### config.mk
export PLATFORM = sky130hd
export DESIGN_NAME = gpo_core_buffered
export DESIGN_NICKNAME = d
export VERILOG_FILES = /design/src/rtl/gpo_core_buffered.sv
export SDC_FILE = /design/constraint.sdc
export NUM_CORES = 1
export LEC_CHECK = 0
export CAP_MARGIN = 20
export CORE_MARGIN = 1
export CORE_UTILIZATION = 55
export CTS_CLUSTER_SIZE = 30
export DETAILED_ROUTE_END_ITERATION = 8
export PLACE_DENSITY_LB_ADDON = 0.15
export SLEW_MARGIN = 25
export SYNTH_ARGS = -nofsm -noshare
export SYNTH_HDL_FRONTEND = slang
export SYNTH_SLANG_ARGS = --single-unit
export TNS_END_PERCENT = 50
### constraint.sdc
create_clock -name CLK100MHZ -period 5.9 [get_ports CLK100MHZ]
set_clock_uncertainty 0.05 [all_clocks]
set_input_delay 0.59 -clock CLK100MHZ [delete_from_list [all_inputs] [get_ports CLK100MHZ]]
set_output_delay 0.59 -clock CLK100MHZ [all_outputs]
set_load 0.02 [all_outputs]
### src/rtl/gpo_core_buffered.sv
// Timed GPO output core with a small FIFO in front of the downstream path.
// Adds registered override, sticky error flags, a saturating drop counter and a FIFO level report.
module gpo_core_buffered #(
    parameter int unsigned DATA_WIDTH = 128,
    parameter int unsigned OVR_WIDTH  = 64,
    parameter int unsigned BUF_DEPTH  = 4,
    parameter int unsigned CNT_WIDTH  = 16
) (
    input  logic                         CLK100MHZ,
    input  logic                         resetn,
    input  logic                         counter_matched,
    input  logic [DATA_WIDTH-1:0]        gpo_in,
    input  logic                         busy,
    input  logic                         override_en,
    input  logic [OVR_WIDTH-1:0]         override_value,
    input  logic                         error_clear,
    output logic [DATA_WIDTH-1:0]        gpo_out,
    output logic                         selected,
    output logic                         overrided,
    output logic                         busy_error,
    output logic [DATA_WIDTH-1:0]        error_data,
    output logic [1:0]                   error_sticky,
    output logic [CNT_WIDTH-1:0]         drop_count,
    output logic [$clog2(BUF_DEPTH):0]   buf_level
);

    localparam int unsigned PtrW = $clog2(BUF_DEPTH);
    localparam int unsigned LvlW = PtrW + 1;

    logic [DATA_WIDTH-1:0] mem_q [BUF_DEPTH];
    logic [PtrW-1:0]       wr_ptr_q, wr_ptr_d, rd_ptr_q, rd_ptr_d;
    logic [LvlW-1:0]       level_q, level_d;
    logic [DATA_WIDTH-1:0] out_reg_q, out_reg_d;
    logic [OVR_WIDTH-1:0]  ovr_reg_q, ovr_reg_d;
    logic                  ovr_active_q, ovr_active_d;
    logic                  selected_q, selected_d;
    logic                  overrided_q, overrided_d;
    logic                  busy_error_q, busy_error_d;
    logic [DATA_WIDTH-1:0] error_data_q, error_data_d;
    logic [1:0]            sticky_q, sticky_d;
    logic [CNT_WIDTH-1:0]  drop_q, drop_d;

    logic empty, full, pop, ev_ovr, ev_norm, bypass, push, ev_full, reject;

    always_comb begin
        empty   = (level_q == '0);
        full    = (level_q == LvlW'(BUF_DEPTH));
        // Pop and bypass both look at the registered override state, so the
        // first pop after release happens one cycle after ovr_active clears.
        pop     = !empty && !busy && !ovr_active_q;
        ev_ovr  = counter_matched && override_en;
        ev_norm = counter_matched && !override_en;
        bypass  = ev_norm && empty && !busy && !ovr_active_q;
        push    = ev_norm && !bypass && (!full || pop);
        ev_full = ev_norm && !bypass && full && !pop;
        reject  = ev_ovr || ev_full;
    end

    always_comb begin
        wr_ptr_d     = wr_ptr_q;
        rd_ptr_d     = rd_ptr_q;
        level_d      = level_q;
        out_reg_d    = out_reg_q;
        ovr_reg_d    = ovr_reg_q;
        ovr_active_d = ovr_active_q;
        selected_d   = pop || bypass;
        overrided_d  = ev_ovr;
        busy_error_d = ev_full;
        error_data_d = error_data_q;
        sticky_d     = sticky_q;
        drop_d       = drop_q;

        if (!busy) begin
            ovr_active_d = override_en;
            if (override_en) begin
                ovr_reg_d = override_value;
            end
        end

        if (pop) begin
            out_reg_d = mem_q[rd_ptr_q];
            rd_ptr_d  = rd_ptr_q + PtrW'(1);
        end else if (bypass) begin
            out_reg_d = gpo_in;
        end

        if (push) begin
            wr_ptr_d = wr_ptr_q + PtrW'(1);
        end
        if (push && !pop) begin
            level_d = level_q + LvlW'(1);
        end else if (pop && !push) begin
            level_d = level_q - LvlW'(1);
        end

        // A rejection in the same cycle as error_clear wins.
        if (error_clear) begin
            sticky_d = 2'b00;
        end
        sticky_d[0] = sticky_d[0] | ev_full;
        sticky_d[1] = sticky_d[1] | ev_ovr;

        if (reject) begin
            error_data_d = gpo_in;
            if (error_clear) begin
                drop_d = CNT_WIDTH'(1);
            end else if (!(&drop_q)) begin
                drop_d = drop_q + CNT_WIDTH'(1);
            end
        end else if (error_clear) begin
            drop_d = '0;
        end
    end

    always_ff @(posedge CLK100MHZ) begin
        if (push) begin
            mem_q[wr_ptr_q] <= gpo_in;
        end
    end

    always_ff @(posedge CLK100MHZ or negedge resetn) begin
        if (!resetn) begin
            wr_ptr_q     <= '0;
            rd_ptr_q     <= '0;
            level_q      <= '0;
            out_reg_q    <= '0;
            ovr_reg_q    <= '0;
            ovr_active_q <= 1'b0;
            selected_q   <= 1'b0;
            overrided_q  <= 1'b0;
            busy_error_q <= 1'b0;
            error_data_q <= '0;
            sticky_q     <= 2'b00;
            drop_q       <= '0;
        end else begin
            wr_ptr_q     <= wr_ptr_d;
            rd_ptr_q     <= rd_ptr_d;
            level_q      <= level_d;
            out_reg_q    <= out_reg_d;
            ovr_reg_q    <= ovr_reg_d;
            ovr_active_q <= ovr_active_d;
            selected_q   <= selected_d;
            overrided_q  <= overrided_d;
            busy_error_q <= busy_error_d;
            error_data_q <= error_data_d;
            sticky_q     <= sticky_d;
            drop_q       <= drop_d;
        end
    end

    assign gpo_out      = ovr_active_q ? DATA_WIDTH'(ovr_reg_q) : out_reg_q;
    assign selected     = selected_q;
    assign overrided    = overrided_q;
    assign busy_error   = busy_error_q;
    assign error_data   = error_data_q;
    assign error_sticky = sticky_q;
    assign drop_count   = drop_q;
    assign buf_level    = level_q;

endmodule

=== Yosys cells after proc, flatten, opt, wreduce, memory -nomap -nowiden ===
Memories as Yosys holds them, arrays and structs flattened.
Cells that the tools add are included.

* Bits in registers: 349
* Bits in latches: 0
* Memory bits (writable): 512
* Memory bits (read-only): 0
* Bits of input ports: 198
* Logic and storage cells: 66
* Memories: 1

* $add $sub $neg: 5
* $mul: 0
* Div/mod/pow operators: 0
* Magnitude comparators: 0
* Eq/ne operators: 2
* Shifts and indexed selects: 0
* Muxes and demuxes: 12
* Bitwise logic cells: 3
* Reduce and logical (&&, ||, !) cells: 31

{| class="wikitable"
|+ Memories
! memory !! words !! bits a word !! read ports !! clocked after memory_dff !! wr ports !! RTL line !! text
|-
| mem_q || 4 || 128 || 1 || 0 || 1 || 30 || <nowiki>logic [DATA_WIDTH-1:0] mem_q [BUF_DEPTH];</nowiki>
|}

{| class="wikitable"
|+ Operators by type and width
! cell !! number
|-
| 128-bit 2-to-1 mux || 3
|-
| 16-bit 2-to-1 mux || 4
|-
| 16-bit by 1-bit adder with 16-bit output (second input constant) || 1
|-
| 16-bit AND reduction || 1
|-
| 1-bit logical AND || 13
|-
| 1-bit logical NOT || 8
|-
| 3-bit 2-to-1 mux || 2
|-
| 2-bit nonzero test || 3
|-
| 2-bit by 1-bit adder with 2-bit output (second input constant) || 2
|-
| 2-bit AND reduction || 2
|-
| 3-bit by 1-bit adder with 3-bit output (second input constant) || 1
|-
| 3-bit == test (second input constant) || 1
|-
| 3-bit logical NOT || 1
|-
| 1-bit logical OR || 3
|-
| 3-bit by 1-bit subtractor with 3-bit output (second input constant) || 1
|-
| 1-bit 2-to-1 mux || 2
|-
| 2-bit 2-to-1 mux || 1
|-
| 2-bit inequality test (second input constant) || 1
|-
| 1-bit OR || 2
|-
| 1-bit NOT || 1
|}

=== Logic depth before layout (Yosys ltp) ===
Gate-level depths: netlist (run 1).

* Depth after elaboration: 12
* Gate-level depth with buffers: 12
* Depth with buffers taken out: 10

=== Worst setup path before layout (run 1) ===
OpenSTA, ideal clock, no wires.

* Kind: input-to-reg
* Start point: in override_en
* End point: mem mem_q[0][0], enable pin
* Setup time: 0.502 ns
* Arrival time: 4.457 ns
* Setup slack: 0.890 ns
* Cell stages on the path: 6
* Path buffers: 1
* Cells stage by stage: nand2b_1 -> nor2_4 -> and2_1 -> buf_4 -> nor3b_4 -> and2_1

* Cells in the longest elaborated chain, start to end: 10

{| class="wikitable"
|+ RTL lines
! item !! RTL line !! text
|-
| from (decl) || 14 || <nowiki>input logic override_en,</nowiki>
|-
| 1-bit logical NOT * || 52 || <nowiki>ev_norm = counter_matched && !override_en;</nowiki>
|-
| 1-bit logical AND * || 52 ||
|-
| 1-bit logical AND (3 in series) || 53 || <nowiki>bypass = ev_norm && empty && !busy && !ovr_active_q;</nowiki>
|-
| 1-bit logical NOT || 54 || <nowiki>push = ev_norm && !bypass && (!full || pop);</nowiki>
|-
| 1-bit logical AND * (2 in series) || 54 ||
|-
| via push || 43 || <nowiki>logic empty, full, pop, ev_ovr, ev_norm, bypass, push, ev_full, reject;</nowiki>
|-
| 1-bit 2-to-1 mux * || 116 || <nowiki>if (push) begin</nowiki>
|-
| 1-bit 2-to-1 mux (implied by the code) * || 117 || <nowiki>mem_q[wr_ptr_q] <= gpo_in;</nowiki>
|-
| to (decl) || 30 ||
|}

The timed path passes the listed nets; every way through them passes the cells marked *.

=== Final worst setup path (run 1) ===
* Start point: reg ovr_active_q
* End point: out gpo_out[9]

* Cells in the longest elaborated chain, start to end: 1

{| class="wikitable"
|+ RTL lines
! item !! RTL line !! text
|-
| from (decl) || 35 || <nowiki>logic ovr_active_q, ovr_active_d;</nowiki>
|-
| from (signal assigned) || 141 || <nowiki>ovr_active_q <= ovr_active_d;</nowiki>
|-
| 128-bit 2-to-1 mux || 151 || <nowiki>assign gpo_out = ovr_active_q ? DATA_WIDTH'(ovr_reg_q) : out_reg_q;</nowiki>
|-
| to (decl) || 17 || <nowiki>output logic [DATA_WIDTH-1:0] gpo_out,</nowiki>
|}

Every way passes these cells.

==> results.toml, run 1 <==
[timing]
fmax_mhz = 231
rsz0062_at_grt = "no"
whs_ns = -0.0159
period_needed_ns = 4.33
relSlewSlack_pct = 29.4
setup_violations = 0
hold_viol = 11
maxSlewViolCount = 0
fin_setup_tns_ns = 0
tightest_slew_ns = 1.06
worst_slack_ns = 1.57
period_share_pct = 73.4

[cts]
clk_pin_slew_ns = 0.06
cts_buffer_depth = 3
cts_htree_levels = 3
cts-root-buf = "clkbuf_16"
cts_buffers = 86
cts_sinks = 861
ctsResizeCount = 0
hold_buffers = 0
clock_latency_ns = 0.61
tritoncts = "built"
cts_setup_buffers = 0

[outcome]
violations = "negative hold slack"
run_status = "finished, violations left"

[routing]
viasPerCell = 5.71
vias = 20000
detail-route-antenna-nets = 0
drc = 0
routedWlPerCell_um = 22.5
wl_um = 79000
drtPass1Iterations = 5
drt_iter0_markers = 1489

[yosys]
synth_cells = 2196
ys_ff_latch = 861
synth_top_cell_area_share_pct = 45.8
yosys_warnings = 0
ys_seq_area_share_pct = 71.8
synth.avg_cell_area_um2 = 15.3
yosysTopAreaCell = "edfxtp_1"
ys_types = 48
synth_nets = 2401
synth_edf_count = 512
async_flop_share_pct = 40.5
synth_area_leaders = "edfxtp_1, dfrtp_1, mux4_2"
syn_area_um2 = 33600
yosys_most_used_dff = "edfxtp_1"

[worst_setup_path]
r2r-start = "ovr_active_q"
rr_endpoint = "buf_level[1]"
crit_end = "gpo_out[9]"
cp.required_ns = 5.26
arrival_ns = 3.69
cp-startpoint = "ovr_active_q"
path_max_fanout = 68
reg2reg_setup_slack_ns = 2.50
end_kind = "output port"
r2r_cells = 8
cp-start-kind = "flop"
crit_type = "flop to output port"

[global_routing]
grt_use_total_pct = 25.9
grt_overflow = 0
grt_pass1_wl_um = 123000
grt_max_degree = 124
grt_antenna_before_repair = 0
grt_pass1_vias = 20900

[floorplan]
rows = 90
start_util_pct = 55.7
die_area_um2 = 62100
die_h_um = 249
io_pins = 478
die_w_um = 249
core_area_um2 = 60400

[flow_run]
drv_cap = 0

[placement]
port_buffers = 477
dp_hpwl_um = 46700
gp_congestion = 0.848
place_worst_setup_slack_ns = 1.74

[final_layout]
finalNetCount = 2868
drive_gt1_share_pct = 15.6
final_cell_mix = "nand2_1, edfxtp_1, clkdlybuf4s50_1"
layout_commonest_cell = "nand2_1"
antennaDiodeCount = 0
syn2layout_area_growth_pct = 24.5
utilization_pct = 69.3

[power]
worst_ir_drop_vdd_mv = 0.279
leakagePower_nw = 16.2
cellPowerDensity_nw_per_um2 = 451

[min_path]
hp-class = "input port to asynchronous set/reset pin"
==> cells by family after synthesis <==
| family | count (synthesis) | synth area share (%) |
|---|---|---|
| simple gates | 778 | 9.59 |
| mux | 259 | 13.0 |
| flops | 861 | 71.8 |
| xor+xnor | 15 | 0.391 |
| compound gates | 145 | 3.25 |
| buf+inv | 131 | 1.75 |
| fa+ha+maj | 7 | 0.283 |
==> sequential cells by signal, indices dropped and copies added (netlist names), 2 cells and up <==
signal and cells:
out_reg_q 128, error_data 128, ovr_reg_q 64, mem_q 512, buf_level 3, error_sticky 2, drop_count 16, wr_ptr_q 2
rd_ptr_q 2
==> cell type report <==
| class | instances | area [um^2] |
|---|---|---|
| multi-input cells | 1204 | 8950 |
| repair buffers | 503 | 5080 |
| clock inverters | 33 | 226 |
| well taps | 782 | 978 |
| flip-flops and latches | 861 | 24100 |
| clock buffers | 124 | 2440 |
| fillers | 4025 | 18500 |
| inverters | 7 | 26.3 |
==> worst max-delay path: stages, from the launching register on <==
cell	delay (ns)
dfrtp_4	0.40
buf_4	0.71
buf_4	0.85
mux2_2	0.42
clkdlybuf4s50_1	0.56
==> metrics by stage <==
step / area (um^2) / total power, mW / std cells / hold WS [ns]
after floorplan: 33600 / 11.5 / 2196 / 0.244
after global placement: 39100 / 13.7 / 3356 / 0.392
after detailed placement: 39100 / 13.8 / 3356 / 0.397
after CTS: 41800 / 19.0 / 3513 / 0.00764
after global routing: 41800 / 19.7 / 3514 / 0.0501
final: 41800 / 18.8 / 3514 / -0.0159
==> metal layers <==
metal	track usage, %	vias up	part of all wire (%)
met4	6.47	0	1.7
met2	43.0	688	50
li1	-	8897	-
met3	5.11	86	6.5
met1	35.5	10400	42
met5	0	-	0
==> cell usage after synthesis, types with 3 or more instances <==
cell      instances
and2_1            7
nand2_1         649
a22oi_1         125
edfxtp_1        512
mux2_2          129
nand3_1           6
nand4_1           5
dfrtp_1         349
mux4_2          128
nor3_1            6
nor2_1           22
clkbuf_1         56
a21o_1            3
nor2b_1          65
buf_2            50
inv_1             6
buf_4             9
nor4_1            4
buf_1             9
ha_1              6
a31oi_1           3
xnor2_1          11
xor2_1            4
==> report_power, final <==
part	switching, mW	internal [mW]
Combinational	2.82	2.62
Sequential	0.668	7.57
Clock	2.20	2.96
==> worst min-delay path by stage <==
stage / start / end / cells after the start
floorplan: resetn / buf_level[0] / 0
global placement: out_reg_q[121] / out_reg_q[121] / 2
detailed placement: out_reg_q[67] / out_reg_q[67] / 2
CTS: resetn / ovr_reg_q[43] / 1
global route: resetn / ovr_reg_q[46] / 1
finish: resetn / ovr_reg_q[42] / 1
Note: power is estimated with default switching activity, not from simulation.
==> run 2: changes to the inputs <==
--- a/config.mk
+++ b/config.mk
@@ -7,7 +7,7 @@
 export LEC_CHECK = 0
 export CAP_MARGIN = 20
 export CORE_MARGIN = 1
-export CORE_UTILIZATION = 55
+export CORE_UTILIZATION = 49
 export CTS_CLUSTER_SIZE = 30
 export DETAILED_ROUTE_END_ITERATION = 8
 export PLACE_DENSITY_LB_ADDON = 0.15
==> constraint.sdc (replaced) <==
create_clock -name CLK100MHZ -period 3.65 [get_ports CLK100MHZ]
set_clock_uncertainty 0.05 [all_clocks]
set_input_delay 0.365 -clock CLK100MHZ [delete_from_list [all_inputs] [get_ports CLK100MHZ]]
set_output_delay 0.365 -clock CLK100MHZ [all_outputs]
set_load 0.02 [all_outputs]
==> results.toml, run 2 (synthesis results as in run 1) <==
[routing]
detail-route-antenna-nets = 0
wl_um = 81300
routedWlPerCell_um = 22.4
vias = 20100
drc = 0
viasPerCell = 5.54
drt_iter0_markers = 1403
drtPass1Iterations = 5

[cts]
hold_buffers = 1
clock_latency_ns = 0.62
cts-root-buf = "clkbuf_16"
clk_pin_slew_ns = 0.06
cts_sinks = 861
cts_setup_buffers = 0
cts_buffers = 89
cts_htree_levels = 3
tritoncts = "built"
ctsResizeCount = 0
cts_buffer_depth = 3

[flow_run]
drv_cap = 0

[worst_setup_path]
cp.required_ns = 3.23
end_kind = "output port"
cp-start-kind = "flop"
arrival_ns = 2.80
path_max_fanout = 93
crit_type = "flop to output port"

[final_layout]
utilization_pct = 62.8
antennaDiodeCount = 0
drive_gt1_share_pct = 16.3
nFillCells = 4981
regArea_um2 = 24100
largest_reg_flops = 512
finalNetCount = 2887
syn2layout_area_growth_pct = 26.2
final_cell_mix = "nand2_1, edfxtp_1, clkdlybuf4s50_1"
layout_commonest_cell = "nand2_1"
multi_input_area_um2 = 8950
top_register = "mem_q"

[floorplan]
die_area_um2 = 69600
rows = 95
io_pins = 478
die_w_um = 264
die_h_um = 264
core_area_um2 = 67500
start_util_pct = 49.8

[placement]
port_buffers = 477
gp_congestion = 0.806
dp_hpwl_um = 50800
place_worst_setup_slack_ns = 0.393

[global_routing]
grt_pass1_wl_um = 127000
grt_use_total_pct = 23.7
grt_max_degree = 126
grt_antenna_before_repair = 2
grt_overflow = 0
grt_pass1_vias = 21300

[timing]
fmax_mhz = 311
relSlewSlack_pct = 42.3
maxSlewViolCount = 0
rsz0062_at_grt = "no"
worst_slack_ns = 0.431
period_needed_ns = 3.22
fin_setup_tns_ns = 0
whs_ns = 0.311
setup_violations = 0
period_share_pct = 88.2
hold_viol = 0
tightest_slew_ns = 0.863

[min_path]
hp-class = "input port to flop"

[power]
worst_ir_drop_vdd_mv = 0.459
cellPowerDensity_nw_per_um2 = 728
leakagePower_nw = 16.4

[outcome]
run_status = "completed"
==> run 2: changes by cell type in the layout (fill, tap and decap cells not counted), moves of 2 or more <==
| cell | change |
|---|---|
| clkbuf_16 | +3 |
| buf_12 | +20 |
| clkbuf_1 | +2 |
| inv_6 | +2 |
| clkinvlp_4 | -2 |
| clkinv_2 | +6 |
| buf_4 | -4 |
==> run 2: layout make-up <==
cell class                 instances  area share, %
timing repair buffer             519           12.8
multi-input combinational       1204           21.1
clock buffer                     128           5.91
inverter                           7         0.0620
sequential                       861           56.9
tap                              873           2.58
clock inverter                    38          0.590
==> run 2: final timing paths <==
kind / from / end / slack (ns) / cells after the start
min in group asynchronous: resetn / ovr_reg_q[39] / 0.34 / 2
max in group asynchronous: resetn / out_reg_q[104] / 2.22 / 3
max: ovr_active_q / gpo_out[11] / 0.43 / 3
max reg2reg: ovr_active_q / mem_q[0][18] / 0.72 / 7
min: override_value[2] / ovr_reg_q[2] / 0.31 / 2
min reg2reg: out_reg_q[67] / out_reg_q[67] / 0.41 / 2
==> run 2: metrics by stage <==
stage	instance area [um^2]	total power [mW]	instances
finish	42400	30.8	3630
global route	42400	32.3	3630
floorplan	33600	18.6	2196
global placement	39600	22.4	3463
CTS	42400	31.2	3630
detailed placement	39600	22.6	3463
==> run 2: worst max-delay path: stages (launching register included) <==
cell             delay [ns]
dfrtp_4                0.61
buf_12                 0.43
mux2_2                 0.43
clkdlybuf4s50_1        0.56
==> run 2: routing by layer <==
layer  routed length (um)  GRT usage [%]  share of wire, %
met5                   12              0             0.015
met4                 1600           6.14               2.0
met3                 5440           4.66               6.7
met2                39300           38.9                48
met1                34900           32.7                43
==> run 2: power by group <==
| part | switching [mW] | leakage (nW) | internal [mW] |
|---|---|---|---|
| logic | 4.67 | 6.11 | 4.36 |
| registers | 1.02 | 8.95 | 12.2 |
| clock network | 3.64 | 1.36 | 4.92 |
| total | 9.33 | 16.4 | 21.5 |
